===== src/rtl/tow_push_arbiter_if.sv =====
// Player/start inputs and scoreboard outputs of the tug-of-war controller.
interface tow_push_arbiter_if #(
  parameter int POS_W = 4
) ();
  logic                    push_l;
  logic                    push_r;
  logic                    start;
  logic signed [POS_W-1:0] pos;
  logic                    win_l;
  logic                    win_r;
  logic                    acc_l;
  logic                    acc_r;
  logic [1:0]              state;

  modport master (
    output push_l, push_r, start,
    input  pos, win_l, win_r, acc_l, acc_r, state
  );

  modport slave (
    input  push_l, push_r, start,
    output pos, win_l, win_r, acc_l, acc_r, state
  );
endinterface


===== src/rtl/tow_push_arbiter.sv =====
// Tug-of-war round sequencer: edge detect, false-start check, press arbitration
// with per-player cooldown, signed rope position and winner latch.
//
// state | meaning
// IDLE  | waiting for start, rope centred, no winner
// ARMED | countdown running, any push edge is a false start
// PLAY  | presses move the rope until one side reaches WIN_DIST
// DONE  | result frozen until the next start
module tow_push_arbiter #(
  parameter int POS_W     = 4,
  parameter int WIN_DIST  = 5,
  parameter int START_DLY = 8,
  parameter int LOCKOUT   = 2
) (
  input logic               clk,
  input logic               rst,
  tow_push_arbiter_if.slave bus
);
  typedef enum logic [1:0] {
    IDLE  = 2'b00,
    ARMED = 2'b01,
    PLAY  = 2'b10,
    DONE  = 2'b11
  } state_t;

  localparam logic signed [POS_W-1:0] WIN_POS   = POS_W'(WIN_DIST);
  localparam logic signed [POS_W-1:0] WIN_NEG   = -WIN_POS;
  localparam logic signed [POS_W-1:0] ONE       = POS_W'(1);
  localparam logic [7:0]              ARM_LOAD  = 8'(START_DLY - 1);
  localparam logic [7:0]              COOL_LOAD = 8'(LOCKOUT);

  state_t                  state_q, state_nxt;
  logic signed [POS_W-1:0] pos_q, pos_nxt, pos_step;
  logic                    win_l_q, win_l_nxt, win_r_q, win_r_nxt;
  logic                    acc_l_q, acc_l_nxt, acc_r_q, acc_r_nxt;
  logic [7:0]              cnt_q, cnt_nxt;
  logic [7:0]              cool_l_q, cool_l_nxt, cool_r_q, cool_r_nxt;
  logic                    push_l_dly, push_r_dly, start_dly;
  logic                    e_l, e_r, e_start, elig_l, elig_r;

  assign e_l     = bus.push_l & ~push_l_dly;
  assign e_r     = bus.push_r & ~push_r_dly;
  assign e_start = bus.start  & ~start_dly;
  assign elig_l  = e_l && (cool_l_q == 8'd0);
  assign elig_r  = e_r && (cool_r_q == 8'd0);

  always_ff @(posedge clk) begin
    if (rst) begin
      state_q    <= IDLE;
      pos_q      <= '0;
      win_l_q    <= 1'b0;
      win_r_q    <= 1'b0;
      acc_l_q    <= 1'b0;
      acc_r_q    <= 1'b0;
      cnt_q      <= 8'd0;
      cool_l_q   <= 8'd0;
      cool_r_q   <= 8'd0;
      push_l_dly <= 1'b0;
      push_r_dly <= 1'b0;
      start_dly  <= 1'b0;
    end else begin
      state_q    <= state_nxt;
      pos_q      <= pos_nxt;
      win_l_q    <= win_l_nxt;
      win_r_q    <= win_r_nxt;
      acc_l_q    <= acc_l_nxt;
      acc_r_q    <= acc_r_nxt;
      cnt_q      <= cnt_nxt;
      cool_l_q   <= cool_l_nxt;
      cool_r_q   <= cool_r_nxt;
      push_l_dly <= bus.push_l;
      push_r_dly <= bus.push_r;
      start_dly  <= bus.start;
    end
  end

  always_comb begin
    state_nxt  = state_q;
    pos_nxt    = pos_q;
    win_l_nxt  = win_l_q;
    win_r_nxt  = win_r_q;
    acc_l_nxt  = 1'b0;
    acc_r_nxt  = 1'b0;
    cnt_nxt    = cnt_q;
    cool_l_nxt = (cool_l_q != 8'd0) ? cool_l_q - 8'd1 : 8'd0;
    cool_r_nxt = (cool_r_q != 8'd0) ? cool_r_q - 8'd1 : 8'd0;
    pos_step   = pos_q;

    case (state_q)
      IDLE: begin
        pos_nxt   = '0;
        win_l_nxt = 1'b0;
        win_r_nxt = 1'b0;
        if (e_start) begin
          state_nxt = ARMED;
          cnt_nxt   = ARM_LOAD;
        end
      end

      ARMED: begin
        // A foul on the terminal-count cycle still beats the transition to PLAY.
        if (e_l && e_r) begin
          state_nxt = IDLE;
          cnt_nxt   = 8'd0;
        end else if (e_l) begin
          state_nxt = DONE;
          win_r_nxt = 1'b1;
          cnt_nxt   = 8'd0;
        end else if (e_r) begin
          state_nxt = DONE;
          win_l_nxt = 1'b1;
          cnt_nxt   = 8'd0;
        end else if (cnt_q == 8'd0) begin
          state_nxt = PLAY;
        end else begin
          cnt_nxt = cnt_q - 8'd1;
        end
      end

      PLAY: begin
        if (elig_l) begin
          acc_l_nxt  = 1'b1;
          cool_l_nxt = COOL_LOAD;
        end
        if (elig_r) begin
          acc_r_nxt  = 1'b1;
          cool_r_nxt = COOL_LOAD;
        end
        if (elig_l && !elig_r)      pos_step = pos_q - ONE;
        else if (elig_r && !elig_l) pos_step = pos_q + ONE;
        pos_nxt = pos_step;
        if (pos_step == WIN_NEG) begin
          win_l_nxt = 1'b1;
          state_nxt = DONE;
        end else if (pos_step == WIN_POS) begin
          win_r_nxt = 1'b1;
          state_nxt = DONE;
        end
      end

      DONE: begin
        cool_l_nxt = 8'd0;
        cool_r_nxt = 8'd0;
        if (e_start) begin
          state_nxt = IDLE;
          pos_nxt   = '0;
          win_l_nxt = 1'b0;
          win_r_nxt = 1'b0;
        end
      end

      default: state_nxt = IDLE;
    endcase
  end

  assign bus.state = state_q;
  assign bus.pos   = pos_q;
  assign bus.win_l = win_l_q;
  assign bus.win_r = win_r_q;
  assign bus.acc_l = acc_l_q;
  assign bus.acc_r = acc_r_q;
endmodule


===== src/flat_wrapper.sv =====
// flat-port wrapper written by rule: the top's interface ports become plain ports
module tow_push_arbiter_flat 
#(
  parameter int POS_W     = 4,
  parameter int WIN_DIST  = 5,
  parameter int START_DLY = 8,
  parameter int LOCKOUT   = 2
)
  (clk, rst, bus_push_l, bus_push_r, bus_start, bus_pos, bus_win_l, bus_win_r, bus_acc_l, bus_acc_r, bus_state);
  tow_push_arbiter_if #(.POS_W(POS_W)) bus_i ();
  input logic clk;
  input logic rst;
  input wire logic [$bits(bus_i.push_l)-1:0] bus_push_l;
  input wire logic [$bits(bus_i.push_r)-1:0] bus_push_r;
  input wire logic [$bits(bus_i.start)-1:0] bus_start;
  output wire logic [$bits(bus_i.pos)-1:0] bus_pos;
  output wire logic [$bits(bus_i.win_l)-1:0] bus_win_l;
  output wire logic [$bits(bus_i.win_r)-1:0] bus_win_r;
  output wire logic [$bits(bus_i.acc_l)-1:0] bus_acc_l;
  output wire logic [$bits(bus_i.acc_r)-1:0] bus_acc_r;
  output wire logic [$bits(bus_i.state)-1:0] bus_state;
  assign bus_i.push_l = bus_push_l;
  assign bus_i.push_r = bus_push_r;
  assign bus_i.start = bus_start;
  assign bus_pos = bus_i.pos;
  assign bus_win_l = bus_i.win_l;
  assign bus_win_r = bus_i.win_r;
  assign bus_acc_l = bus_i.acc_l;
  assign bus_acc_r = bus_i.acc_r;
  assign bus_state = bus_i.state;
  tow_push_arbiter #(.POS_W(POS_W), .WIN_DIST(WIN_DIST), .START_DLY(START_DLY), .LOCKOUT(LOCKOUT)) u_core (.clk(clk), .rst(rst), .bus(bus_i));
endmodule

===== config.mk =====
export PLATFORM = sky130hd
export DESIGN_NAME = tow_push_arbiter_flat
export DESIGN_NICKNAME = d
export VERILOG_FILES = /design/src/rtl/tow_push_arbiter_if.sv /design/src/rtl/tow_push_arbiter.sv /design/src/flat_wrapper.sv
export SDC_FILE = /design/constraint.sdc
export NUM_CORES = 1
export LEC_CHECK = 0
export ABC_CLOCK_PERIOD_IN_PS = 3600
export CAP_MARGIN = 20
export CORE_ASPECT_RATIO = 0.6
export CORE_UTILIZATION = 57
export DETAILED_ROUTE_END_ITERATION = 10
export HOLD_SLACK_MARGIN = 0.02
export PLACE_DENSITY_LB_ADDON = 0.05
export SLEW_MARGIN = 20
export SYNTH_ARGS = -nofsm -noshare
export SYNTH_HDL_FRONTEND = slang
export SYNTH_SLANG_ARGS = --single-unit

===== constraint.sdc =====
create_clock -name clk -period 3.6 [get_ports clk]
set_clock_uncertainty 0.05 [all_clocks]
set_input_delay 0.72 -clock clk [delete_from_list [all_inputs] [get_ports clk]]
set_output_delay 0.72 -clock clk [all_outputs]
set_load 0.1 [all_outputs]

; ---- Word-level counts from Yosys, hierarchy flattened
; Index checks and enable logic that the tools add are counted.
; Widths: inputs -> output; s select.
[totals]
out_inout_bits = 10
ff_bits = 37
[op_classes]
addsub = 5
bitwise_logic = 7
eq_ne = 17
mux = 39
n_reduce_logical = 21
[ops]
columns = op, count
row1 = $mux 8, 9
row2 = $pmux 8 s2, 3
row3 = $logic_not 8->1, 3
row4 = $sub 8x1->8 const B, 3
row5 = $mux 2, 8
row6 = $mux 4, 4
row7 = $reduce_bool 8->1, 2
row8 = $ne 2x1->1 const B, 6
row9 = $pmux 4 s3, 1
row10 = $mux 1, 11
row11 = $reduce_and 5->1, 2
row12 = $eq 4x4->1 const B, 2
row13 = $pmux 1 s4, 2
row14 = $pmux 2 s4, 1
row15 = $ne 2x2->1 const B, 3
row16 = $logic_and 1x1->1, 5
row17 = $ne 5x1->1 const B, 1
row18 = $ne 5x2->1 const B, 1
row19 = $add 4x2->4 const B, 1
row20 = $eq 2x2->1 const B, 2
row21 = $not 1->1, 4
row22 = $reduce_and 4->1, 1
row23 = $sub 4x2->4 const B, 1
row24 = $and 1x1->1, 3
row25 = 9 further kinds, 10

; ---- Depth between registers and ports, before layout
[logic_depth]
word_depth = 12
depth_mapped = 9

; ---- Worst setup path before layout
; No wires, ideal clock.
[synth_timing]
path_kind = reg2reg
start = register u_core.pos_q[0], in the netlist u_core.bus.pos[0]
end = register u_core.state_q[0], in the netlist u_core.bus.state[0]
required_ps = 3463
setup_slack_ps = 507
t_arrival_ps = 2956
path_stages_with_launch = 8
path_cell_list = dfxtp_1 or4b_2 or4_1 o32a_2 xnor2_1 and4_4 o31a_1 a221oi_2
[synth_via]
elab_chain_cells = 7
word_cells_on_any_way = 11
[synth_lines]
columns = item, line_no
row1 = start: declaration, tow_push_arbiter.sv:33  ; logic signed [POS_W-1:0] pos_q, pos_nxt, pos_step;
row2 = start signal: assignment, tow_push_arbiter.sv:63  ; pos_q <= pos_nxt;
row3 = $add 4x2->4, tow_push_arbiter.sv:130  ; else if (elig_r && !elig_l) pos_step = pos_q + ONE;
row4 = $mux 4, tow_push_arbiter.sv:130
row5 = $mux 4 (*), tow_push_arbiter.sv:129  ; if (elig_l && !elig_r) pos_step = pos_q - ONE;
row6 = $mux 4 (*), tow_push_arbiter.sv:89  ; case (state_q)
row7 = "$eq 4x4->1, on equally long branches", "tow_push_arbiter.sv:135, tow_push_arbiter.sv:132"
row8 = $ne 3x1->1 (no line) / $mux 2 (equally long branches), --
row9 = $reduce_and 4->1 (no line) / $pmux 2 s4 (equally long branches), --
row10 = end signal: assignment, tow_push_arbiter.sv:62  ; state_q <= state_nxt;
row11 = end: declaration, tow_push_arbiter.sv:32  ; state_t state_q, state_nxt;
; Every way passes the cells marked *; elsewhere a longest branch is shown, timed or not. The select of a mux whose other input is x is not followed.
; A chain may end at the register's enable or synchronous reset.

; ---- Worst setup path in the final report
[layout_timing]
start = input bus_push_l
end = register u_core.state_q[0], in the netlist u_core.bus.state[0]
[layout_via]
elab_chain_cells = 10
word_cells_on_any_way = 18
[layout_lines]
columns = item, line_no
row1 = start: declaration, flat_wrapper.sv:13  ; input wire logic [$bits(bus_i.push_l)-1:0] bus_push_l;
row2 = $and 1x1->1 (*), tow_push_arbiter.sv:41  ; assign e_l = bus.push_l & ~push_l_dly;
row3 = $logic_and 1x1->1, tow_push_arbiter.sv:44  ; assign elig_l = e_l && (cool_l_q == 8'd0);
row4 = $logic_not 1->1, tow_push_arbiter.sv:130
row5 = $logic_and 1x1->1, tow_push_arbiter.sv:130
row6 = $mux 4, tow_push_arbiter.sv:130
row7 = $mux 4, tow_push_arbiter.sv:129
row8 = $mux 4, tow_push_arbiter.sv:89
row9 = "$eq 4x4->1, on equally long branches", "tow_push_arbiter.sv:135, tow_push_arbiter.sv:132"
row10 = $ne 3x1->1 (no line) / $mux 2 (equally long branches), --
row11 = $reduce_and 4->1 (no line) / $pmux 2 s4 (equally long branches), --
; Marks and branches as above.

==> metrics <==
synth warn 0; XOR/XNOR Fraction of Synth Area 8.76%; Max Cap Viol 0; peak fanout along the critical path 3; Nets 259; Reg-to-Reg End u_core.bus.state[0]$_SDFFE_PP0P_; FFs w/ async S/R, synth 0%; Setup Fix Bufs, Post-CTS 0; hold buffer count at CTS 0; final clock period utilization by the worst path 91.5%; sequential element share of the synthesized area 37.9%; origin of the worst min-delay path u_core.cool_r_q[0]$_SDFF_PP0_; Worst Hold Class flop to flop; max-slew violation count 0; io pins 15; FILL cells 250; P_leak 0.000894 µW; TritonCTS clock tree yes; Cell Int Power 1120 µW; initial cell density of the core 60.0%; area fraction in compound gates after synthesis 16.5%; Max-slew headroom 35.1%; vias in the first global route 1383; crit path capture type flop; Util after Layout 68.9%; switching part of the total 43.2%; CTS clk-pin slew, worst paths 0.07 ns; WHS Path Cells 1; Sum Neg Setup Slack 0 ns; Psw 852 µW; final WL 4.13 mm; grt total ovfl 0; Primary FF master, synth dfxtp_1; layout cells sized above 1 9.13%; setup violators final 0; CP arrival 3.44 ns; die area 0.00368 mm²; sequential share of power 32.2%; post-CTS sizing 0; clk buf depth 2; Synth Register Bits 37; Unique masters post-synth 46; placed cell areas 0.00213 mm²; drt drc 0; Synth Area in Adders 8.95%; RSZ-0062 raised after global routing false; core area 0.00326 mm²; Hold Slack 0.400 ns; RePlAce Congestion 0.929; multiplexer share of the synthesized area 1.15%; Comb power frac 48.8%; antenna violation net count after detailed routing 0; clk_lat worst skew 0.28 ns; Worst Tran Pin Value 0.970 ns; Hold EP u_core.cool_r_q[0]$_SDFF_PP0_; Startpoint Class input port; largest net degree at the start of global routing 19; First-pass DRT Iterations 4; PwrDens 875 mW/mm²; initial antenna violation count 0; Num CTS Buffers 5; main combinational cell family by area after synthesis simple AND/OR/NAND/NOR gates; DP Wirelength 3.03 mm; outcome completed; FP Rows 16; Mapped Cells 222; vias per inst 5.81; Die Ht 47.4 µm; DR WL/cell 14.4 µm; syn_area_per_cell 8.81 µm²; post-route design area 0.00225 mm²; n_diodes 0; Peak VDD IR 459 µV; Final Hold Fails 0; Post-synth EDFFs 0; total global routing track utilization 23.2%; H-Tree Depth 2; Crit Path Class input port to flop; CTS Root Cell clkbuf_8; Syn Nets 241; reg2reg start u_core.cool_l_q[0]$_SDFF_PP0_; register-to-register setup slack 0.65 ns; fmax 0.304 GHz; fin crit period 3.29 ns; R2R depth 9; critical path required time 3.74 ns; Chip Width 77.6 µm; clk sinks 37; first-pass GRT wire length 6.42 mm; Vias 1661; I/O Buffers 14; fraction of the mapped netlist area in simple logic gates 22.7%; synthesized area 0.00196 mm²; clock power share 19.0%; initial DRC count 92; Overall Power 1970 µW; Area Overhead vs Synth 15.0%
==> layout make-up <==
class / count / area, µm² / share of cell area, %
Clock buffer: 7 / 86.3 / 3.84
Clock inverter: 1 / 30.0 / 1.33
Inverter: 18 / 67.6 / 3.00
Multi-Input combinational cell: 164 / 1140 / 50.5
Sequential cell: 37 / 741 / 32.9
Tap cell: 45 / 56.3 / 2.50
Timing Repair Buffer: 14 / 133 / 5.90
==> synthesized netlist by cell type (2+ instances only) <==
library cell	count	area share (%)
nand4_1	4	1.3
o21ai_0	4	1.0
clkbuf_1	2	0.38
a22oi_1	4	1.5
nor2_1	35	6.7
nand3_1	6	1.5
nor3_1	3	0.77
xor2_1	9	4.0
dfxtp_1	37	38
o32ai_1	2	0.90
and4_1	2	0.90
nand2b_1	5	1.6
or3_1	2	0.64
o31ai_1	5	1.9
nor2b_1	3	0.96
a211oi_1	2	0.77
nand2_1	9	1.7
o211ai_1	2	0.77
or4_1	2	0.77
o22ai_1	2	0.64
nor4_1	5	1.6
a31o_2	2	0.90
xnor2_1	8	3.6
o41ai_1	2	0.90
or4b_2	2	1.0
a21oi_1	13	3.3
inv_1	18	3.5
ha_1	14	9.0
==> worst max path at each step <==
stage,depth (start not counted),endpoint,startpoint
after floorplan,7,u_core.bus.state[0]$_SDFFE_PP0P_,u_core.bus.pos[0]$_SDFFE_PP0P_
after global placement,8,u_core.bus.win_r$_SDFFE_PP0P_,bus_push_l
after detailed placement,8,u_core.bus.win_r$_SDFFE_PP0P_,bus_push_l
after CTS,8,u_core.bus.state[0]$_SDFFE_PP0P_,bus_push_l
after global routing,8,u_core.bus.state[0]$_SDFFE_PP0P_,bus_push_l
final,8,u_core.bus.state[0]$_SDFFE_PP0P_,bus_push_l
==> critical path, cell delays in order <==
cell             delay, ns
clkdlybuf4s50_1       0.51
or4b_2                0.61
or4_1                 0.42
o32a_2                0.23
xnor2_1               0.18
and4_4                0.20
o31a_1                0.32
a221oi_2              0.24
==> flip-flops by register name, summed over array words and instances (netlist names), named ones only <==
name and cells:
u_core.cnt_q 8, u_core.bus.win_l 1, u_core.bus.state 1, u_core.bus.win_r 1, u_core.bus.pos 4, u_core.cool_r_q 8, u_core.push_l_dly 1, u_core.start_dly 1
u_core.push_r_dly 1, u_core.cool_l_q 8, u_core.bus.acc_r 1, u_core.bus.acc_l 1
==> layout by cell type (no fill, tap or decap), types with 2 or more instances in the layout <==
cell type	instances
or3_1	2
xnor2_1	8
buf_4	3
xor2_1	9
nand3_1	6
and4_1	2
nand2_1	9
a211oi_1	2
clkbuf_8	6
nand2b_1	5
a21oi_1	13
clkdlybuf4s50_1	11
dfxtp_1	37
o32ai_1	2
ha_1	14
nor2_1	35
nor3_1	3
o31ai_1	5
nor2b_1	3
or4b_2	2
nand4_1	4
nor4_1	5
o22ai_1	2
o211ai_1	2
or4_1	2
a31o_2	2
o41ai_1	2
o21ai_0	4
inv_1	18
a22oi_1	4
==> metrics by stage <==
step / setup WS [ns] / instances
2_1_floorplan: 0.507 / 222
5_1_grt: 0.217 / 286
4_1_cts: 0.330 / 286
3_5_place_dp: 0.0964 / 278
6_report: 0.307 / 286
3_3_place_gp: 0.160 / 278
==> power groups by stage <==
| stage | registers [µW] | clock network (µW) | logic [µW] |
|---|---|---|---|
| after floorplan | 729 | 0 | 667 |
| after CTS | 632 | 379 | 957 |
| after detailed placement | 640 | 0 | 950 |
| after global routing | 651 | 391 | 1070 |
| final | 634 | 374 | 962 |
| after global placement | 633 | 0 | 918 |
==> cells by family after synthesis <==
group / after synthesis
xor+xnor: 18
compound gates: 46
fa+ha+maj: 14
flops: 37
simple gates: 85
mux: 1
buf+inv: 21
==> metal layers <==
layer	wire length, µm	GRT usage, %	part of all wire [%]
met1	2130	32.8	52
met2	1710	35.4	41
met3	270	6.80	6.5
met4	14	5.28	0.34
met5	0	0	0
No activity file was read; power rests on OpenSTA's default activity.
==> RTL change (same settings) <==
`POS_W` is set to 4 in 3 places; all go to 6.
--- a/src/rtl/tow_push_arbiter_if.sv
+++ b/src/rtl/tow_push_arbiter_if.sv
@@ -1,6 +1,6 @@
 // Player/start inputs and scoreboard outputs of the tug-of-war controller.
 interface tow_push_arbiter_if #(
-  parameter int POS_W = 4
+  parameter int POS_W = 6
 ) ();
   logic                    push_l;
   logic                    push_r;
--- a/src/rtl/tow_push_arbiter.sv
+++ b/src/rtl/tow_push_arbiter.sv
@@ -7,7 +7,7 @@
 // PLAY  | presses move the rope until one side reaches WIN_DIST
 // DONE  | result frozen until the next start
 module tow_push_arbiter #(
-  parameter int POS_W     = 4,
+  parameter int POS_W     = 6,
   parameter int WIN_DIST  = 5,
   parameter int START_DLY = 8,
   parameter int LOCKOUT   = 2
--- a/src/flat_wrapper.sv
+++ b/src/flat_wrapper.sv
@@ -1,7 +1,7 @@
 // flat-port wrapper written by rule: the top's interface ports become plain ports
 module tow_push_arbiter_flat 
 #(
-  parameter int POS_W     = 4,
+  parameter int POS_W     = 6,
   parameter int WIN_DIST  = 5,
   parameter int START_DLY = 8,
   parameter int LOCKOUT   = 2
Ports: changed (resized bus_pos); port bits go from 15 to 17. No check against the original RTL was run, so the function may have changed too.
==> RTL change against the unedited design <==
Cell count grew 15%; area after synthesis grew 12%; sequential cell count grew 2; global-route usage grew 3.5 points; count of clock-buffer cells in the layout shrank 1; power grew 12%; sequential share of layout area shrank 1.9 points; synthesized cell count grew 17%; wire length grew 19%; setup slack gained 0.097 ns; design area grew 12%.
==> RTL change: results (changes against the unedited design) <==
final-layout non-clock buffer area share: 7.06% (was 5.90%)
synth unique cells: 44 (was 46)
Mapped Nets: 279 (was 241)
vias in the first global route: 1713 (was 1383)
Nets: 299 (was 259)
CTS sink cnt: 39 (was 37)
RR Startpoint: u_core.cool_r_q[0] (was u_core.cool_l_q[0])
Arr. time, crit path: 3.36 ns (was 3.44 ns)
multi-input combinational area share: 51.5% (was 50.5%)
Post-DP HPWL: 3590 µm (was 3030 µm)
CP Max Fanout: 4 (was 3)
antenna-violating nets left: 0 (unchanged)
HP Start: u_core.bus.win_l (was u_core.cool_r_q[0])
FF-to-FF path depth: 10 (was 9)
XOR/XNOR Fraction of Synth Area: 8.00% (was 8.76%)
post_cts resized: 0 (unchanged)
multiplexer area fraction after synthesis: 2.29% (was 1.15%)
layout cells sized above 1: 9.61% (was 9.13%)
fill count: 303 (was 250)
placer congestion estimate: 0.894 (was 0.929)
Non-Clock Buffer Count: 20 (was 14)
first-pass GRT wire length: 8070 µm (was 6420 µm)
vias per inst: 5.76 (was 5.81)
Post-synth ARST share: 0% (unchanged)
drt initial violations: 125 (was 92)
Synth Area in Adders: 8.00% (was 8.95%)
hold path cells: 2 (was 1)
Synth Area in Compound Gates: 15.7% (was 16.5%)
drt total wl: 4900 µm (was 4130 µm)
synth cell count leaders: dfxtp_1 (39), nor2_1 (38), inv_1 (19), nand2_1 (18) (was dfxtp_1 (37), nor2_1 (35), inv_1 (18), ha_1 (14), a21oi_1 (13))
Leak: 0.983 nW (was 0.894 nW)
Slew HR: 35.3% (was 35.1%)
hold worst-path end: u_core.bus.win_l (was u_core.cool_r_q[0])
top post-synthesis cells by area: dfxtp_1 (36%), ha_1 (8.0%), nor2_1 (6.5%) (was dfxtp_1 (38%), ha_1 (9.0%), nor2_1 (6.7%))
Clock buf/inv share: 5.27% (was 5.17%)
multi-input logic cell count: 195 (was 164)
largest net degree at the start of global routing: 16 (was 19)
Sequential cell area: 781 µm² (was 741 µm²)
reg-to-reg slack, setup: 0.54 ns (was 0.65 ns)
WHS: 0.417 ns (was 0.400 ns)
outcome: finished, final reports clean (unchanged)
number of clock-tree buffers in the layout: 6 (was 7)
Tot GR Track Use: 26.8% (was 23.2%)
Inverters excl. clock: 19 (was 18)
## RTL change: cell types whose count changed in the layout (fill, tap and decap cells not counted), sizes merged, moves of 3 or more
cell and delta:
nand2 +9, buf +6, xnor2 +6, nor3 +5, o21ai +5, a32oi +4, mux2i +4, nand4 -4
nor4 +4, nand3 +3, nor2 +3, o31ai -3, or3 +3, xor2 -3
## RTL change: worst max-delay path by stage
stage                              from             endpoint  slack, ns  depth (start not counted)
floorplan           u_core.bus.state[0]      u_core.cnt_q[6]       0.46                          9
global placement             bus_push_l  u_core.bus.state[0]       0.17                          9
detailed placement           bus_push_l  u_core.bus.state[0]       0.11                          9
CTS                          bus_push_l  u_core.bus.state[0]       0.42                          9
global route                 bus_push_l            flip-flop       0.25                          9
finish                       bus_push_l  u_core.bus.state[0]       0.40                          9
## RTL change: layer usage
metal,up-vias,routed length (µm),track usage [%]
met4,0,58,8.48
met2,75,1790,33.9
met5,-,0,0
li1,954,-,-
met1,850,2620,41.0
met3,10,434,8.70
## RTL change: power breakdown
part / internal [W] / switching, W / leakage, nW
clock: 0.000277 / 0.000157 / 0.0654
sequential: 0.000564 / 0.000114 / 0.320
combinational: 0.000423 / 0.000672 / 0.598
total: 0.00126 / 0.000944 / 0.983
## RTL change: through the flow
| stage | cell area, µm² | instances | setup WS, ns |
|---|---|---|---|
| after global routing | 2520 | 328 | 0.245 |
| after global placement | 2380 | 320 | 0.173 |
| after detailed placement | 2380 | 320 | 0.110 |
| final | 2520 | 328 | 0.404 |
| after CTS | 2520 | 328 | 0.416 |
| after floorplan | 2190 | 260 | 0.461 |
